[config.mk]
export PLATFORM = sky130hd
export DESIGN_NAME = lfsr_code_gen
export DESIGN_NICKNAME = d
export VERILOG_FILES = /design/src/rtl/lfsr_code_gen.sv
export SDC_FILE = /design/constraint.sdc
export NUM_CORES = 1
export LEC_CHECK = 0
export CAP_MARGIN = 20
export CORE_UTILIZATION = 37
export CTS_CLUSTER_SIZE = 14
export DETAILED_ROUTE_END_ITERATION = 8
export HOLD_SLACK_MARGIN = 0.1
export PLACE_DENSITY = 0.68
export SYNTH_ARGS = -nofsm -noshare
export SYNTH_HDL_FRONTEND = slang
export SYNTH_SLANG_ARGS = --single-unit
[constraint.sdc]
create_clock -name clk -period 1.5 [get_ports clk]
set_input_delay 0.225 -clock clk [delete_from_list [all_inputs] [get_ports clk]]
set_output_delay 0.225 -clock clk [all_outputs]
set_load 0.05 [all_outputs]
[src/rtl/lfsr_code_gen.sv]
// XNOR Fibonacci LFSR with seed load, lock-up protection and a Mastermind code-draw engine.
// Optional macro LFSR_CODE_NO_REPEAT_EN makes every drawn code use distinct colours.
module lfsr_code_gen #(
    parameter int                 WIDTH    = 10,
    parameter logic [WIDTH-1:0]   TAP_MASK = 10'h240,
    parameter int                 DIGITS   = 4,
    parameter int                 COLORS   = 6,
    parameter int                 DIGIT_W  = 3
) (
    input  logic                        clk,
    input  logic                        Reset,
    input  logic                        enable,
    input  logic                        load,
    input  logic [WIDTH-1:0]            seed,
    input  logic                        start,
    input  logic                        ack,
    output logic                        busy,
    output logic                        code_valid,
    output logic [DIGITS*DIGIT_W-1:0]   code,
    output logic [WIDTH-1:0]            lfsr_out
);

    localparam int CNT_W = $clog2(DIGITS + 1);
    localparam logic [DIGIT_W:0] COLORS_LIM = (DIGIT_W + 1)'(COLORS);

    typedef enum logic [1:0] {IDLE, DRAW, DONE} state_t;

    state_t             state;
    logic [WIDTH-1:0]   lfsr;
    logic [WIDTH-1:0]   lfsr_next;
    logic [CNT_W-1:0]   count;
    logic [DIGIT_W-1:0] cand;
    logic               in_range;
    logic               dup;
    logic               accept;

    if (WIDTH < 3) begin : g_bad_width
        $error("lfsr_code_gen: WIDTH must be at least 3");
    end
    if (DIGIT_W > WIDTH) begin : g_bad_digit_w
        $error("lfsr_code_gen: DIGIT_W must not exceed WIDTH");
    end
    if (COLORS < 2 || COLORS > (1 << DIGIT_W)) begin : g_bad_colors
        $error("lfsr_code_gen: COLORS must be in 2..2**DIGIT_W");
    end

    assign lfsr_out = lfsr;

    always_comb begin
        lfsr_next = {lfsr[WIDTH-2:0], ~^(lfsr & TAP_MASK)};
        cand      = lfsr[DIGIT_W-1:0];
        in_range  = {1'b0, cand} < COLORS_LIM;
        accept    = in_range && !dup;
    end

`ifdef LFSR_CODE_NO_REPEAT_EN
    if (COLORS < DIGITS) begin : g_bad_no_repeat
        $error("lfsr_code_gen: distinct-colour codes need COLORS >= DIGITS");
    end

    // Only digits already written in this draw (index below count) can clash.
    always_comb begin
        dup = 1'b0;
        for (int i = 0; i < DIGITS; i++) begin
            if (CNT_W'(i) < count && code[i*DIGIT_W +: DIGIT_W] == cand) begin
                dup = 1'b1;
            end
        end
    end
`else
    assign dup = 1'b0;
`endif

    // All-ones is the XNOR lock-up state, so a seed of all-ones is mapped to zero.
    always_ff @(posedge clk or posedge Reset) begin
        if (Reset) begin
            lfsr <= '0;
        end else if (load) begin
            lfsr <= (seed == '1) ? '0 : seed;
        end else if (state == DRAW || enable) begin
            lfsr <= lfsr_next;
        end
    end

    always_ff @(posedge clk or posedge Reset) begin
        if (Reset) begin
            state      <= IDLE;
            code       <= '0;
            count      <= '0;
            busy       <= 1'b0;
            code_valid <= 1'b0;
        end else begin
            case (state)
                IDLE: begin
                    if (start) begin
                        state <= DRAW;
                        code  <= '0;
                        count <= '0;
                        busy  <= 1'b1;
                    end
                end
                DRAW: begin
                    if (accept) begin
                        for (int i = 0; i < DIGITS; i++) begin
                            if (count == CNT_W'(i)) begin
                                code[i*DIGIT_W +: DIGIT_W] <= cand;
                            end
                        end
                        count <= count + CNT_W'(1);
                        if (count == CNT_W'(DIGITS - 1)) begin
                            state      <= DONE;
                            busy       <= 1'b0;
                            code_valid <= 1'b1;
                        end
                    end
                end
                DONE: begin
                    if (ack) begin
                        state      <= IDLE;
                        code_valid <= 1'b0;
                    end
                end
                default: begin
                    state      <= IDLE;
                    busy       <= 1'b0;
                    code_valid <= 1'b0;
                end
            endcase
        end
    end

endmodule

Word-level counts from Yosys, hierarchy flattened
Index checks and enable logic that the tools add are counted. Widths: inputs -> output; s select.

Bits of input ports: 16. Register bits: 29. Output and inout port bits: 24. Word-level logic and storage cells: 66.

Eq/ne operators: 13. Muxes and demuxes: 26. $add $sub $neg: 1. Order comparisons: 1. Reduce and logical (&&, ||, !) cells: 14. Bitwise logic cells: 2.

Operator list (count): $mux 10 (3); $reduce_and 4->1 (7); $mux 12 (2); $pmux 12 s2 (1); $mux 3 (6); $eq 10x10->1 const B (1); $reduce_xnor 10->1 (1); $mux 2 (4); $ne 2x1->1 const B (4); $eq 3x2->1 const B (2); $mux 1 (6); $ne 2x2->1 const B (3); $pmux 1 s3 (2); $pmux 2 s3 (1); $pmux 3 s2 (1); $reduce_bool 2->1 (2); $add 3x1->3 const B (1); $eq 3x1->1 const B (1); $logic_not 3->1 (1); $lt 3x3->1 const B (1); $reduce_and 3->1 (1); $eq 2x1->1 const B (1); $eq 2x2->1 const B (1); $logic_not 2->1 (1); other kinds (2) (3).

Depth between registers and ports, before layout
Depth in word-level cells: 4. Depth in mapped cells: 5. Gate-level depth less buffers: 5.

Worst setup path after synthesis
No wires, ideal clock.

Path kind: flip-flop to flip-flop. From: register lfsr[2], in the netlist lfsr_out[2]. To: register code[5]. Period minus slack after synthesis: 1.620 ns. Cell stages (with the launch flop): 6. Library setup time: 0.121 ns. Buffers on the path: 1. Required time: 1.379 ns. Arrival: 1.499 ns. Slack: -0.120 ns. Cells stage by stage: dfrtp_1 -> and2_4 -> buf_6 -> a21oi_4 -> o21ai_2 -> a22o_1.

Word-level cells in the longest chain between the ends: 3. Elaborated cells between the ends (all ways): 6. Those cells by class: order compare (1); eq/ne (1); mux (3); reduce/logical (1).

RTL lines: start: declaration (RTL line 29) `logic [WIDTH-1:0] lfsr;`; start signal: assignment (RTL line 79) `lfsr <= (seed == '1) ? '0 : seed;`; start signal: assignment (RTL line 81) `lfsr <= lfsr_next;`; $lt 3x3->1 / $mux 3 (equally long branches) (RTL line 52, 105); $ne 2x2->1 (no line) / $mux 12 (equally long branches); $reduce_and 4->1 (no line) / $pmux 12 s2 (equally long branches); end signal: indexed assignment (RTL line 106) `code[i*DIGIT_W +: DIGIT_W] <= cand;`; end: declaration (RTL line 19) `output logic [DIGITS*DIGIT_W-1:0] code,`.

Several ways; a longest one is shown, not always the timed one. The select of a mux whose other input is x is not followed. A chain may end at the register's enable or synchronous reset.

Worst setup path in the final report
From: register count[1]. To: register code[5].

Word-level cells in the longest chain between the ends: 3.

RTL lines: start: declaration (RTL line 31) `logic [CNT_W-1:0] count;`; start signal: assignment (RTL line 109) `count <= count + CNT_W'(1);`; $eq 3x1->1 (RTL line 105) `if (count == CNT_W'(i)) begin`; $ne 2x1->1 (no line); $reduce_and 4->1 (no line).

Every way passes these cells.

==> results by stage <==
Pwr:
- Of the total power, the share spent switching nets is 0.437.
- The part of the total power dissipated in combinational logic is 0.565.
- Power spread over the standard cell area amounts to 2060 nW/um2.
- In this run the power spent charging and discharging nets is 0.00197 W.
- The share of total power dissipated in the clock network is 0.141.
- The static leakage power is 1.00 nW.
- Cell internal power was estimated by the tool at 0.00253 W.
- The share of total power dissipated in sequential elements is 0.294.
- The peak supply drop is 0.895 mV.

GRT:
- For this run the aggregate overflow at the end of global routing stands at 0.
- The first global-routing pass estimated 5.89 mm of wire.
- The largest net degree at the start of global routing is 30.
- The via count of the first global-routing pass came to 1,264.
- For this run, the total global-route usage over all layers was measured as 0.188.
- The number of antenna violations at the first check in global routing is 0.

Critical path:
- The biggest fanout along the worst timing path is 5.
- The critical path class is reg -> reg.
- The arrival time of data at the critical path endpoint is 1590 ps.
- The buffers plus inverters on the worst setup path is 1.
- For the worst setup path, the data required time is 1660 ps.
- The kind of end point of the critical path is a register.
- STA classifies the critical path startpoint as a register.
- For this design, the slowest cell found on the critical path is sky130_fd_sc_hd__dfrtp_2.
- The peak per-stage delay on the critical path is 440 ps.
- The kind of cell adding the most delay to the critical path is flip-flops.
- Traced cell by cell, the critical path runs through inv_1 > ha_1 > nor2b_1 > o21ai_2 > a22o_1.

Clocking:
- The clock buffer count from CTS is 5.
- The CTS tree is done.
- The number of hold-repair buffers added at the cts stage is 0.
- Clock-pin slew was measured on the worst setup and hold paths at 60 ps.
- The post-CTS resize count is 0.
- In this run the clock root is driven by a sky130_fd_sc_hd__clkbuf_8.
- The clock reaches the later pin of the worst-skew pair after 280 ps.
- The clock sink count is 29.
- The buffer levels on the longest clock path is 2.
- The post-CTS setup buffer count is 0.
- The H-tree generated during clock tree synthesis spans 2 levels.

Synth:
- The number of different library cells in the post-synthesis netlist is 31.
- Ranked by total cell area, the synthesized netlist is headed by sky130_fd_sc_hd__dfrtp_1, sky130_fd_sc_hd__a22o_1, sky130_fd_sc_hd__mux2i_1.
- The fraction of the mapped netlist area in compound gates is 0.185.
- Of the post-synthesis cell area, the dominant cell type holds 0.496.
- The post-synthesis xor/xnor area fraction is 0.00598.
- The library cell with the largest summed area after synthesis is sky130_fd_sc_hd__dfrtp_1.
- The post-synthesis adder-cell area fraction is 0.0427.
- The combined area of all synthesized cells is 1460 um2.
- The post-synth net total is 157.
- The count of mapped cells out of synthesis is 136.
- In this run, synthesis produced a sequential element count of 29.
- The mean instance size in the synthesized netlist is 10.8 um2.
- The simple-gate share of the synthesized area is 0.166.
- Of the synthesized area, sequential elements account for 0.496.
- The combinational family with the most area after synthesis is compound AO/OA/AOI/OAI gates.
- The number of warnings reported in the yosys synthesis log is 0.
- After synthesis, the share of cell area in mux cells is 0.0684.

Routing:
- The total DRC errors in the routed layout is 0.
- The post-detailed-route count of antenna-violating nets is 0.
- The amount of wire on met3 after detailed routing is 192 um.
- The routed layout has 1,219 vias.
- In this run the top signal layer used is met4.
- The detailed-route wire length per cell is 14.5 um.
- Summed over all nets, wire length on met2 after detailed routing comes to 1.74 mm.
- The first detailed-routing pass ran for 4 iterations.
- The routed wire length is 3.39 mm.
- In the final routing, the length of wire on met1 measures 1.40 mm.
- The number of DRC violations after detailed-routing iteration 0 is 59.
- The ratio of routed vias to standard cells is 5.23.

Placement:
- Routability-driven placement finished with a final weighted congestion of 0.858.
- Detailed placement ended at an HPWL of 2.56 mm.
- Buffers placed on the I/O ports in this run total 39.
- The number of placed instances, taps included is 226.

Timing:
- The post-route fraction of the period consumed by the critical path is 0.948.
- For the pin with the worst max-slew slack, the measured transition is 364 ps.
- The number of hold violations in the final report came to 0.
- Setup repair after global routing left no endpoint under its margin.
- Derived from the worst setup path, the maximum achievable clock frequency is 704 MHz.
- The number of pins with negative max-slew slack in the final report is 0.
- The final total negative setup slack is 0 ps.
- The worst pin sits at a relative slew slack of 0.758.
- The count of final setup violators is 0.
- The minimum clock period is 1420 ps.
- The clock arrives with 3.77 ps of skew.

Cells and area:
- The final layout contains 206 nets.
- The non-filler instance count after layout is 233.
- The number of antenna diodes in the final layout is 0.
- The fraction of final layout cells sized beyond drive strength 1 is 0.286.
- The layout overhead on the synthesized area is 49.1%.
- For this run, the share of the core covered by cells in the final layout is 0.588.
- The most common cell after layout, fill and taps aside is sky130_fd_sc_hd__dfrtp_1.
- The top cell types in the final layout, fill and taps aside, are sky130_fd_sc_hd__dfrtp_1, sky130_fd_sc_hd__nand2_1, sky130_fd_sc_hd__buf_12.

Floorplan:
- The number of top-level pins is 40.
- The die footprint is 4210 um2.
- The starting density of the core is 0.394.
- The floorplan step defined a core boundary enclosing 3720 um2.
- In this run the vertical extent of the chip is 64.9 um.
- The die is 64.9 um wide.
- The row count is 22.

Hold path:
- The path type of the worst min-delay path is in -> async.

Status:
- The run finished with clean final reports.

Job:
- The reported max-cap violation count is 0.
final timing paths:
path | start | endpoint | slack [ps] | cells past startpoint
max | count[1] | code[5] | 80 | 5
min | Reset | lfsr_out[7] | 320 | 3
max reg2reg | count[1] | code[5] | 80 | 5
min reg2reg | code_valid | code_valid | 510 | 1
max in group asynchronous | Reset | lfsr_out[1] | 900 | 3
min in group clk | code_valid | code_valid | 510 | 1
synthesized netlist by cell type, drive strengths merged:
| cell | count |
|---|---|
| a22oi | 1 |
| and3b | 2 |
| dfrtp | 29 |
| nand2 | 22 |
| inv | 5 |
| o21ai | 6 |
| o21bai | 1 |
| ha | 5 |
| a22o | 12 |
| and2 | 2 |
| nand4 | 5 |
| nor2 | 5 |
| mux2i | 10 |
| buf | 3 |
| and3 | 1 |
| o22ai | 10 |
| clkbuf | 2 |
| nand3 | 4 |
| nor2b | 2 |
| a21oi | 3 |
| xnor2 | 1 |
| a21o | 3 |
| nor3 | 2 |
flip-flops by register name (all words and copies together), names as in the netlist:
register	cells
busy	1
count	3
lfsr_out	10
state	2
code_valid	1
code	12
through the flow:
stage               hold WS (ps)  total power (W)  worst slack (ps)  cell area, um2
finish                       317          0.00450              78.7            2180
global route                 353          0.00478              2.96            2180
CTS                          323          0.00454              76.4            2180
detailed placement           495          0.00388              20.6            2090
global placement             489          0.00380              59.9            2090
floorplan                    303          0.00285              5.93            1470
power groups by stage:
stage          Sequential [W]  Clock [W]  Combinational, W
6_report              0.00132   0.000634           0.00254
5_1_grt               0.00137   0.000690           0.00272
4_1_cts               0.00132   0.000657           0.00256
3_5_place_dp          0.00133          0           0.00254
3_3_place_gp          0.00132          0           0.00248
2_1_floorplan         0.00187          0          0.000982
layout make-up:
| type | count | area [um2] |
|---|---|---|
| well taps | 48 | 60.1 |
| clock buffers | 7 | 86.3 |
| flip-flops and latches | 29 | 731 |
| inverters | 5 | 18.8 |
| fillers | 325 | 1530 |
| multi-input cells | 97 | 684 |
| repair buffers | 47 | 603 |
cell families after synthesis:
group | after synthesis
compound gates | 36
xor+xnor | 1
fa+ha+maj | 5
buf+inv | 10
flops | 29
mux | 10
simple gates | 45
metal layers:
metal  up-vias  track usage
met5         -            0
met4         0       0.0778
met3         7       0.0634
met2        41        0.323
met1       582        0.211
li1        589            -
tightest hold or removal path, stage by stage:
cell,delay (ps)
sky130_fd_sc_hd__clkdlybuf4s50_1,390
sky130_fd_sc_hd__inv_1,50
sky130_fd_sc_hd__buf_4,330
Power figures use the tool's default switching activity.
